**src/rtl/dsp_mac_slice_if.sv**
```systemverilog
// Sample-stream bundle for dsp_mac_slice.
//   master: drives control and operands (ce, clr, in_valid, a, b, d, c, mode),
//           observes the result (p, out_valid, out_last, ovf).
//   slave : the MAC slice itself.
interface dsp_mac_slice_if #(
  parameter int unsigned A_WIDTH = 18,
  parameter int unsigned B_WIDTH = 18,
  parameter int unsigned P_WIDTH = 48
);
  logic                      ce;
  logic                      clr;
  logic                      in_valid;
  logic signed [A_WIDTH-1:0] a;
  logic signed [B_WIDTH-1:0] b;
  logic signed [B_WIDTH-1:0] d;
  logic signed [P_WIDTH-1:0] c;
  logic [2:0]                mode;
  logic signed [P_WIDTH-1:0] p;
  logic                      out_valid;
  logic                      out_last;
  logic                      ovf;

  modport master (
    output ce, clr, in_valid, a, b, d, c, mode,
    input  p, out_valid, out_last, ovf
  );

  modport slave (
    input  ce, clr, in_valid, a, b, d, c, mode,
    output p, out_valid, out_last, ovf
  );
endinterface

```
**src/rtl/dsp_mac_slice.sv**
```systemverilog
// Signed pre-add / multiply / post-add MAC slice with accumulate-and-dump.
// Ports:
//   clk   - rising-edge clock
//   rst_n - asynchronous active-low reset
//   bus   - dsp_mac_slice_if.slave: ce (stall when 0), clr (flush, beats ce),
//           in_valid, a, b, d, c, mode[0]=presub, mode[1]=use_preadd, mode[2]=acc;
//           p, out_valid, out_last, ovf
// Pipeline: in regs -> pre-adder reg -> product (reg when MREG=1) -> P.
module dsp_mac_slice #(
  parameter int unsigned A_WIDTH  = 18,
  parameter int unsigned B_WIDTH  = 18,
  parameter int unsigned P_WIDTH  = 48,
  parameter int unsigned MREG     = 1,
  parameter int unsigned ACC_LEN  = 16,
  parameter int unsigned SATURATE = 1
) (
  input logic            clk,
  input logic            rst_n,
  dsp_mac_slice_if.slave bus
);

  localparam int unsigned PreW = B_WIDTH + 1;
  localparam int unsigned MulW = A_WIDTH + B_WIDTH + 1;
  localparam int unsigned SumW = P_WIDTH + 1;
  localparam int unsigned CntW = $clog2(ACC_LEN);

  localparam logic [CntW-1:0]         LastCnt = CntW'(ACC_LEN - 1);
  localparam logic signed [P_WIDTH-1:0] PMax  = {1'b0, {(P_WIDTH-1){1'b1}}};
  localparam logic signed [P_WIDTH-1:0] PMin  = {1'b1, {(P_WIDTH-1){1'b0}}};

  if (P_WIDTH < MulW) begin : g_bad_p_width
    $fatal(1, "dsp_mac_slice: P_WIDTH must be >= A_WIDTH+B_WIDTH+1");
  end
  if (ACC_LEN < 2) begin : g_bad_acc_len
    $fatal(1, "dsp_mac_slice: ACC_LEN must be >= 2");
  end
  if (MREG > 1) begin : g_bad_mreg
    $fatal(1, "dsp_mac_slice: MREG must be 0 or 1");
  end

  // ---------------- Stage 1: input registers ----------------
  logic signed [A_WIDTH-1:0] a1_q;
  logic signed [B_WIDTH-1:0] b1_q, d1_q;
  logic signed [P_WIDTH-1:0] c1_q;
  logic [2:0]                mode1_q;
  logic                      vld1_q;

  always_ff @(posedge clk or negedge rst_n) begin
    if (!rst_n) begin
      a1_q    <= '0;
      b1_q    <= '0;
      d1_q    <= '0;
      c1_q    <= '0;
      mode1_q <= '0;
      vld1_q  <= 1'b0;
    end else if (bus.clr) begin
      vld1_q <= 1'b0;
    end else if (bus.ce) begin
      a1_q    <= bus.a;
      b1_q    <= bus.b;
      d1_q    <= bus.d;
      c1_q    <= bus.c;
      mode1_q <= bus.mode;
      vld1_q  <= bus.in_valid;
    end
  end

  // ---------------- Stage 2: pre-adder ----------------
  logic signed [PreW-1:0] b_ext, d_ext, pre_d;

  always_comb begin
    b_ext = {b1_q[B_WIDTH-1], b1_q};
    d_ext = {d1_q[B_WIDTH-1], d1_q};
    if (mode1_q[1]) begin
      pre_d = mode1_q[0] ? (d_ext - b_ext) : (d_ext + b_ext);
    end else begin
      pre_d = b_ext;
    end
  end

  logic signed [A_WIDTH-1:0] a2_q;
  logic signed [PreW-1:0]    pre2_q;
  logic signed [P_WIDTH-1:0] c2_q;
  logic                      acc2_q;
  logic                      vld2_q;

  always_ff @(posedge clk or negedge rst_n) begin
    if (!rst_n) begin
      a2_q   <= '0;
      pre2_q <= '0;
      c2_q   <= '0;
      acc2_q <= 1'b0;
      vld2_q <= 1'b0;
    end else if (bus.clr) begin
      vld2_q <= 1'b0;
    end else if (bus.ce) begin
      a2_q   <= a1_q;
      pre2_q <= pre_d;
      c2_q   <= c1_q;
      acc2_q <= mode1_q[2];
      vld2_q <= vld1_q;
    end
  end

  // ---------------- Stage 3: multiplier ----------------
  logic signed [MulW-1:0] a_ext, pre_ext, prod;

  always_comb begin
    a_ext   = {{(MulW-A_WIDTH){a2_q[A_WIDTH-1]}}, a2_q};
    pre_ext = {{(MulW-PreW){pre2_q[PreW-1]}}, pre2_q};
    prod    = a_ext * pre_ext;  // full-width result fits exactly in MulW bits
  end

  // Stage-4 operands, either from the product register or straight from stage 2.
  logic signed [MulW-1:0]    m_s4;
  logic signed [P_WIDTH-1:0] c_s4;
  logic                      acc_s4;
  logic                      vld_s4;

  if (MREG != 0) begin : g_mreg
    logic signed [MulW-1:0]    m3_q;
    logic signed [P_WIDTH-1:0] c3_q;
    logic                      acc3_q;
    logic                      vld3_q;

    always_ff @(posedge clk or negedge rst_n) begin
      if (!rst_n) begin
        m3_q   <= '0;
        c3_q   <= '0;
        acc3_q <= 1'b0;
        vld3_q <= 1'b0;
      end else if (bus.clr) begin
        vld3_q <= 1'b0;
      end else if (bus.ce) begin
        m3_q   <= prod;
        c3_q   <= c2_q;
        acc3_q <= acc2_q;
        vld3_q <= vld2_q;
      end
    end

    assign m_s4   = m3_q;
    assign c_s4   = c3_q;
    assign acc_s4 = acc3_q;
    assign vld_s4 = vld3_q;
  end else begin : g_no_mreg
    assign m_s4   = prod;
    assign c_s4   = c2_q;
    assign acc_s4 = acc2_q;
    assign vld_s4 = vld2_q;
  end

  // ---------------- Stage 4: post-adder / accumulator ----------------
  // P doubles as the accumulator, so a saturated running sum keeps
  // accumulating from the clamped value.
  logic signed [P_WIDTH-1:0] p_q, p_d, res;
  logic [CntW-1:0]           cnt_q, cnt_d;
  logic                      ovf_q, ovf_d;
  logic                      out_valid_q, out_valid_d;
  logic                      out_last_q, out_last_d;
  logic signed [SumW-1:0]    m_ext, addend, sum;
  logic                      block_start, ovf_now;

  always_comb begin
    block_start = (cnt_q == '0);
    m_ext       = {{(SumW-MulW){m_s4[MulW-1]}}, m_s4};
    if (acc_s4 && !block_start) begin
      addend = {p_q[P_WIDTH-1], p_q};
    end else begin
      addend = {c_s4[P_WIDTH-1], c_s4};
    end
    sum     = m_ext + addend;
    // Out of P range exactly when the two top bits of the wide sum differ.
    ovf_now = sum[SumW-1] ^ sum[SumW-2];
    if (ovf_now && (SATURATE != 0)) begin
      res = sum[SumW-1] ? PMin : PMax;
    end else begin
      res = sum[P_WIDTH-1:0];
    end

    p_d         = p_q;
    ovf_d       = ovf_q;
    cnt_d       = cnt_q;
    out_valid_d = 1'b0;
    out_last_d  = 1'b0;

    if (vld_s4) begin
      p_d = res;
      if (acc_s4) begin
        ovf_d = (block_start ? 1'b0 : ovf_q) | ovf_now;
        if (cnt_q == LastCnt) begin
          cnt_d       = '0;
          out_valid_d = 1'b1;
          out_last_d  = 1'b1;
        end else begin
          cnt_d = cnt_q + CntW'(1);
        end
      end else begin
        // A plain sample also aborts any partially built block.
        ovf_d       = ovf_now;
        cnt_d       = '0;
        out_valid_d = 1'b1;
      end
    end
  end

  always_ff @(posedge clk or negedge rst_n) begin
    if (!rst_n) begin
      p_q         <= '0;
      ovf_q       <= 1'b0;
      cnt_q       <= '0;
      out_valid_q <= 1'b0;
      out_last_q  <= 1'b0;
    end else if (bus.clr) begin
      p_q         <= '0;
      ovf_q       <= 1'b0;
      cnt_q       <= '0;
      out_valid_q <= 1'b0;
      out_last_q  <= 1'b0;
    end else if (bus.ce) begin
      p_q         <= p_d;
      ovf_q       <= ovf_d;
      cnt_q       <= cnt_d;
      out_valid_q <= out_valid_d;
      out_last_q  <= out_last_d;
    end else begin
      // Stalled: result and flag hold, but the valid pulse must not repeat.
      out_valid_q <= 1'b0;
      out_last_q  <= 1'b0;
    end
  end

  assign bus.p         = p_q;
  assign bus.out_valid = out_valid_q;
  assign bus.out_last  = out_last_q;
  assign bus.ovf       = ovf_q;

endmodule

```
**src/flat_wrapper.sv**
```systemverilog
// flat-port wrapper written by rule: the top's interface ports become plain ports
module dsp_mac_slice_flat 
#(
  parameter int unsigned A_WIDTH  = 18,
  parameter int unsigned B_WIDTH  = 18,
  parameter int unsigned P_WIDTH  = 48,
  parameter int unsigned MREG     = 1,
  parameter int unsigned ACC_LEN  = 16,
  parameter int unsigned SATURATE = 1
)
  (clk, rst_n, bus_ce, bus_clr, bus_in_valid, bus_a, bus_b, bus_d, bus_c, bus_mode, bus_p, bus_out_valid, bus_out_last, bus_ovf);
  dsp_mac_slice_if #(.A_WIDTH(A_WIDTH), .B_WIDTH(B_WIDTH), .P_WIDTH(P_WIDTH)) bus_i ();
  input logic clk;
  input logic rst_n;
  input wire logic [$bits(bus_i.ce)-1:0] bus_ce;
  input wire logic [$bits(bus_i.clr)-1:0] bus_clr;
  input wire logic [$bits(bus_i.in_valid)-1:0] bus_in_valid;
  input wire logic [$bits(bus_i.a)-1:0] bus_a;
  input wire logic [$bits(bus_i.b)-1:0] bus_b;
  input wire logic [$bits(bus_i.d)-1:0] bus_d;
  input wire logic [$bits(bus_i.c)-1:0] bus_c;
  input wire logic [$bits(bus_i.mode)-1:0] bus_mode;
  output wire logic [$bits(bus_i.p)-1:0] bus_p;
  output wire logic [$bits(bus_i.out_valid)-1:0] bus_out_valid;
  output wire logic [$bits(bus_i.out_last)-1:0] bus_out_last;
  output wire logic [$bits(bus_i.ovf)-1:0] bus_ovf;
  assign bus_i.ce = bus_ce;
  assign bus_i.clr = bus_clr;
  assign bus_i.in_valid = bus_in_valid;
  assign bus_i.a = bus_a;
  assign bus_i.b = bus_b;
  assign bus_i.d = bus_d;
  assign bus_i.c = bus_c;
  assign bus_i.mode = bus_mode;
  assign bus_p = bus_i.p;
  assign bus_out_valid = bus_i.out_valid;
  assign bus_out_last = bus_i.out_last;
  assign bus_ovf = bus_i.ovf;
  dsp_mac_slice #(.A_WIDTH(A_WIDTH), .B_WIDTH(B_WIDTH), .P_WIDTH(P_WIDTH), .MREG(MREG), .ACC_LEN(ACC_LEN), .SATURATE(SATURATE)) u_core (.clk(clk), .rst_n(rst_n), .bus(bus_i));
endmodule
```
**config.mk**
```make
export PLATFORM = sky130hd
export DESIGN_NAME = dsp_mac_slice_flat
export DESIGN_NICKNAME = d
export VERILOG_FILES = /design/src/rtl/dsp_mac_slice_if.sv /design/src/rtl/dsp_mac_slice.sv /design/src/flat_wrapper.sv
export SDC_FILE = /design/constraint.sdc
export NUM_CORES = 2
export LEC_CHECK = 0
export BUFFER_PORTS_ARGS = -buffer_cell sky130_fd_sc_hd__buf_4
export CAP_MARGIN = 20
export CELL_PAD_IN_SITES_DETAIL_PLACEMENT = 1
export CELL_PAD_IN_SITES_GLOBAL_PLACEMENT = 1
export CORE_MARGIN = 2
export CORE_UTILIZATION = 44
export DETAILED_ROUTE_END_ITERATION = 8
export HOLD_SLACK_MARGIN = 0.12
export PLACE_DENSITY = 0.9
export SLEW_MARGIN = 20
export SYNTH_ARGS = -nofsm -noshare
export SYNTH_HDL_FRONTEND = slang
export SYNTH_SLANG_ARGS = --single-unit
```
**constraint.sdc**
```tcl
create_clock -name clk -period 6.5 [get_ports clk]
set_input_delay 0.975 -clock clk [delete_from_list [all_inputs] [get_ports clk]]
set_output_delay 0.975 -clock clk [all_outputs]
set_load 0.03 [all_outputs]
```
# Yosys cells after proc, flatten, opt, wreduce, memory -nomap -nowiden
# Cells that the tools add are included.
# classes
n_eq_ne	1
div	0
n_shift	0
bitwise_logic	3
n_reduce_logical	7
mul	1
add_sub_neg	4
n_mux	33
n_lt_le_gt_ge	0
# op_table
operator	n
48-bit two-way mux	5
37-bit by 49-bit adder with 49-bit output	1
49-bit two-way mux	1
19-bit two-way mux	2
18-bit by 19-bit multiplier with 37-bit output	1
1-bit two-way mux	20
4-bit two-way mux	5
18-bit by 18-bit adder with 19-bit output	1
18-bit by 18-bit subtractor with 19-bit output	1
4-bit by 1-bit adder with 4-bit output, second input constant	1
4-bit == test, second input constant	1
4-bit zero test	1
2-bit AND reduction	2
2-bit nonzero test	2
1-bit logical AND	1
1-bit zero test	1
1-bit NOT	1
1-bit OR	1
1-bit XOR	1
# word_totals
inputBits	110
n_memories	0
wordCells	69
reg_bits	335
romBits	0
latchBits	0
ramBits	0

# Longest topological paths before layout
# depth
ltp_word	11
mapped_depth	28

# Worst setup path before layout
# No wires, ideal clock.
# synth_path
path_kind	reg-to-reg
startpoint	register u_core.pre2_q[18]
endpoint	register u_core.g_mreg.m3_q[35]
arrival_time_ns	6.290
path_slack_ns	0.081
path_stages_with_launch	27
n_path_buf	3
setup_time_ns	0.129
cell_sequence	dfrtp_1 > clkbuf_1 > clkbuf_1 > nand2_1 > inv_1 > fa_1 > fa_1 > inv_1 > fa_1 > inv_1 > fa_1 > fa_1 > inv_1 > fa_1 > inv_1 > ha_1 > clkbuf_1 > a21o_1 > a21o_1 > a21oi_1 > o22ai_1 > a41oi_1 > a21oi_1 > a221o_1 > o31a_1 > xnor2_1 > o21ai_1
# synth_between
elab_chain_cells	1
# synth_rtl
item	line_no	rtl
start, declared	dsp_mac_slice.sv:82	logic signed [PreW-1:0] pre2_q;
start signal, assigned	dsp_mac_slice.sv:98	pre2_q <= pre_d;
18-bit by 19-bit multiplier with 37-bit output	dsp_mac_slice.sv:111	prod = a_ext * pre_ext;
end signal, assigned	dsp_mac_slice.sv:135	m3_q <= prod;
end, declared	dsp_mac_slice.sv:121	logic signed [MulW-1:0] m3_q;
# Every way passes these cells.
# A chain may end at the register's enable or synchronous reset.

# Worst setup path in the final report
# layout_path
startpoint	register u_core.pre2_q[9]
endpoint	register u_core.g_mreg.m3_q[35]
# Same word-level chain as after synthesis.

==> summary.md <==
| Metric | Value |
|---|---|
| Yosys warning count | `0` |
| Slew @ Worst Pin | `~0.93 ns` |
| Post-Synth XOR/XNOR Area | `between 3 and 4%` |
| FMAX | `between 0.15 and 0.2 GHz` |
| Largest family of logic cells by synthesized area | `adder cells` |
| DR WL/cell | `between 20 and 25 microns` |
| Largest fanout on the critical path | `10` |
| Fin. max-slew vios | `0` |
| TritonCTS clock tree | `done` |
| Slowest stage cell on the critical path | `fa_1` |
| RSZ-0062 raised after global routing | `yes` |
| Final antenna-violating net count | `0` |
| Clock transition at path regs | `0.07 ns` |
| Die W | `267 microns` |
| Initial Util | `between 40 and 50%` |
| Async set-or-reset flop fraction in the synthesized netlist | `100%` |
| Worst Setup Start Kind | `flip-flop` |
| Vias in the first global route | `28100` |
| Synthesized-area fraction occupied by adder cells | `just over 30%` |
| CP Capture Type | `flip-flop` |
| Largest net degree at the start of global routing | `211` |
| DP Wirelength | `73600 microns` |
| Nets | `4234` |
| Final instance area | `~35000 sq um` |
| Initial drt markers | `2234` |
| Data arrival, critical path | `7.01 ns` |
| Syn avg cell area | `8.74 sq um` |
| GRT Total Usage | `28.0%` |
| Post-synth EDFFs | `0` |
| FP Rows | `96` |
| TritonCTS buffer count | `38` |
| Initial DRT Pass Iterations | `5` |
| Outcome | `complete, but fails checks` |
| Clk sink count | `335` |
| Syn Nets | `4105` |
| Root Driver | `clkbuf_16` |
| Area after DPL | `32800 sq um` |
| Routed vias/inst | `5.64` |
| CTS H-tree lvls | `2` |
| Crit-path max cell delay | `0.63 ns` |
| Most frequent cells in the layout | `985 x nand2_1, 411 x inv_1, 336 x fa_1` |
| # setup viols final | `5` |
| Share of post-route cells with drive strength above 1 | `13.0%` |
| Cell area after synthesis | `30500 sq um` |
| Main synth FF type | `dfrtp_1` |
| Crit Path Class | `flip-flop to flip-flop` |
| Grt total ovfl | `0` |
| R2R Path End | `u_core.g_mreg.m3_q[35]` |
| First-pass GRT wire length | `156000 microns` |
| Failing checks | `negative setup slack` |
| Core Region | `68600 sq um` |
| Commonest non-fill, non-tap cell in the layout | `nand2_1` |
| Via Count | `25800` |
| Gate Count Post-Synth | `between 3000 and 4000` |
| Max Cap Viol | `0` |
| Clk_lat worst skew | `0.60 ns` |
| Area Growth Syn to Fin | `13.5%` |
| DRC viols | `0` |
| Clock Path Buffers | `3` |
| Crit path max-delay family | `adder cells` |
| Final hold violation count | `0` |
| Mux share of post-synthesis cell area | `2.40%` |
| Initial antenna violation count | `0` |
| Slew HR | `38.1%` |
| Register area share after synthesis | `roughly 28%` |
| Detailed Route WL | `107000 microns` |
| Fin cells | `4571` |
| Seq cells post-synth | `335` |
| Synth Area in Compound Gates | `9.56%` |
| Tcrit/Tclk final | `101%` |
| CP Cell Sequence | `buf_6 > nand2_1 > fa_1 > inv_1 > fa_1 > fa_1 > inv_1 > fa_1 > fa_1 > inv_1 > fa_1 > ha_2 > a21o_1 > a21o_1 > a21oi_2 > o22ai_1 > a41oi_2 > a21oi_2 > a221o_1 > o31a_1 > xnor2_1 > o21ai_1` |
| Fin crit period | `6.58 ns` |
| Placed cells | `4474` |
| Distinct cell type count of the synthesized netlist | `83` |
| Synth Area in Simple Gates | `19.5%` |
| WP data required | `6.92 ns` |
| Final WS setup | `-0.0830 ns` |
| R2R depth | `22` |
| Vert. Die Dim | `between 200 and 300 microns` |
| GPL Wtd Cong | `0.928` |
| IO buf count | `160` |
| Hold crit path type | `input port to asynchronous set/reset pin` |
| Worst Path Buf+Inv | `4` |
| R2R Path Start | `u_core.pre2_q[9]` |
| Die area | `~71000 sq um` |
| Top cell by count, worst path | `fa_1` |
| Final Skew | `roughly 0.030 ns` |
| R2R setup slack | `-0.08 ns` |
| Io pins | `161` |
| Diode count | `0` |
-- per-stage QoR --
stage | setup TNS [ns] | setup slack, ns | hold slack [ns] | util, %
after floorplan | 0 | 0.0808 | 0.439 | -
after global placement | 0 | 0.145 | 0.448 | 47.8
after detailed placement | -0.549 | -0.179 | 0.456 | 47.8
after CTS | 0 | 0.00416 | 0.473 | 49.8
after global routing | -1.35 | -0.305 | 0.500 | 50.4
final | -0.191 | -0.0830 | 0.453 | 50.4
-- layout make-up --
type,instances,area [sq um]
timing repair buffer,271,2140
inverter,412,1550
clock inverter,17,248
multi-input combinational,2555,20000
clock buffer,50,1050
sequential,335,8430
tap,931,1160
fill,7993,34000
-- synthesized netlist by cell type (all sizes together) (12+ instances only) --
| library cell | count | area [sq um] |
|---|---|---|
| nand3 | 31 | 155 |
| inv | 412 | 1550 |
| mux2i | 18 | 180 |
| xnor2 | 78 | 691 |
| xor2 | 35 | 307 |
| fa | 347 | 6950 |
| maj3 | 24 | 240 |
| nor2 | 100 | 385 |
| clkbuf | 161 | 604 |
| o211ai | 18 | 140 |
| a31oi | 12 | 75.1 |
| o21ai | 140 | 708 |
| a211o | 13 | 114 |
| a21oi | 122 | 618 |
| dfrtp | 335 | 8380 |
| ha | 164 | 2050 |
| mux2 | 49 | 552 |
| and2 | 169 | 1060 |
| nand2 | 987 | 3710 |
| nand2b | 24 | 150 |
| nor3 | 21 | 116 |
| nand4 | 12 | 75.1 |
| buf | 21 | 108 |
| a21o | 47 | 353 |
| nor2b | 13 | 81.3 |
-- worst max-delay path by stage --
stage                                 start                      to  slack (ns)  cells past startpoint
after floorplan           u_core.pre2_q[18]  u_core.g_mreg.m3_q[35]        0.08                     26
after global placement    u_core.pre2_q[11]  u_core.g_mreg.m3_q[35]        0.15                     21
after detailed placement     u_core.a2_q[6]  u_core.g_mreg.m3_q[34]       -0.18                     22
after CTS                 u_core.pre2_q[18]  u_core.g_mreg.m3_q[36]       0.004                     20
after global routing       u_core.pre2_q[9]  u_core.g_mreg.m3_q[30]       -0.30                     22
final                      u_core.pre2_q[9]  u_core.g_mreg.m3_q[35]       -0.08                     22
-- layer usage --
layer	up-vias	track usage, %	wire length (microns)	share of wire [%]
met5	-	0	0	0
met4	0	13.4	7220	6.8
met3	427	4.65	7360	6.9
met2	1128	48.5	52000	49
met1	13000	34.1	40000	37
li1	11200	-	-	-
-- registers in the layout (all words and copies together) (netlist names), 3 cells and up --
signal	count
u_core.pre2_q	19
u_core.mode1_q	3
u_core.bus.p	48
u_core.d1_q	18
u_core.c2_q	48
u_core.c_s4	48
u_core.c1_q	48
u_core.cnt_q	4
u_core.a2_q	18
u_core.b1_q	18
u_core.g_mreg.m3_q	37
u_core.a1_q	18
-- cells by family after synthesis --
family / Yosys count
AO/OA/AOI/OAI: 453
XOR/XNOR: 113
adder cells (fa/ha/maj): 535
buffers and inverters: 594
flip-flops: 335
multiplexers: 67
AND/OR/NAND/NOR: 1387
-- repair_timing --
| item | 4_1_cts | 5_1_grt |
|---|---|---|
| pin swaps | 1 | 14 |
| setup buffers | 0 | 30 |
| setup endpoints to repair | 6 | 14 |
| hold buffers | 0 | 0 |
| gates resized for setup | 18 | 66 |
Power is left out: the tool's default activity adds up to more than one toggle a clock period on the data nets, which glitch-free logic cannot reach.
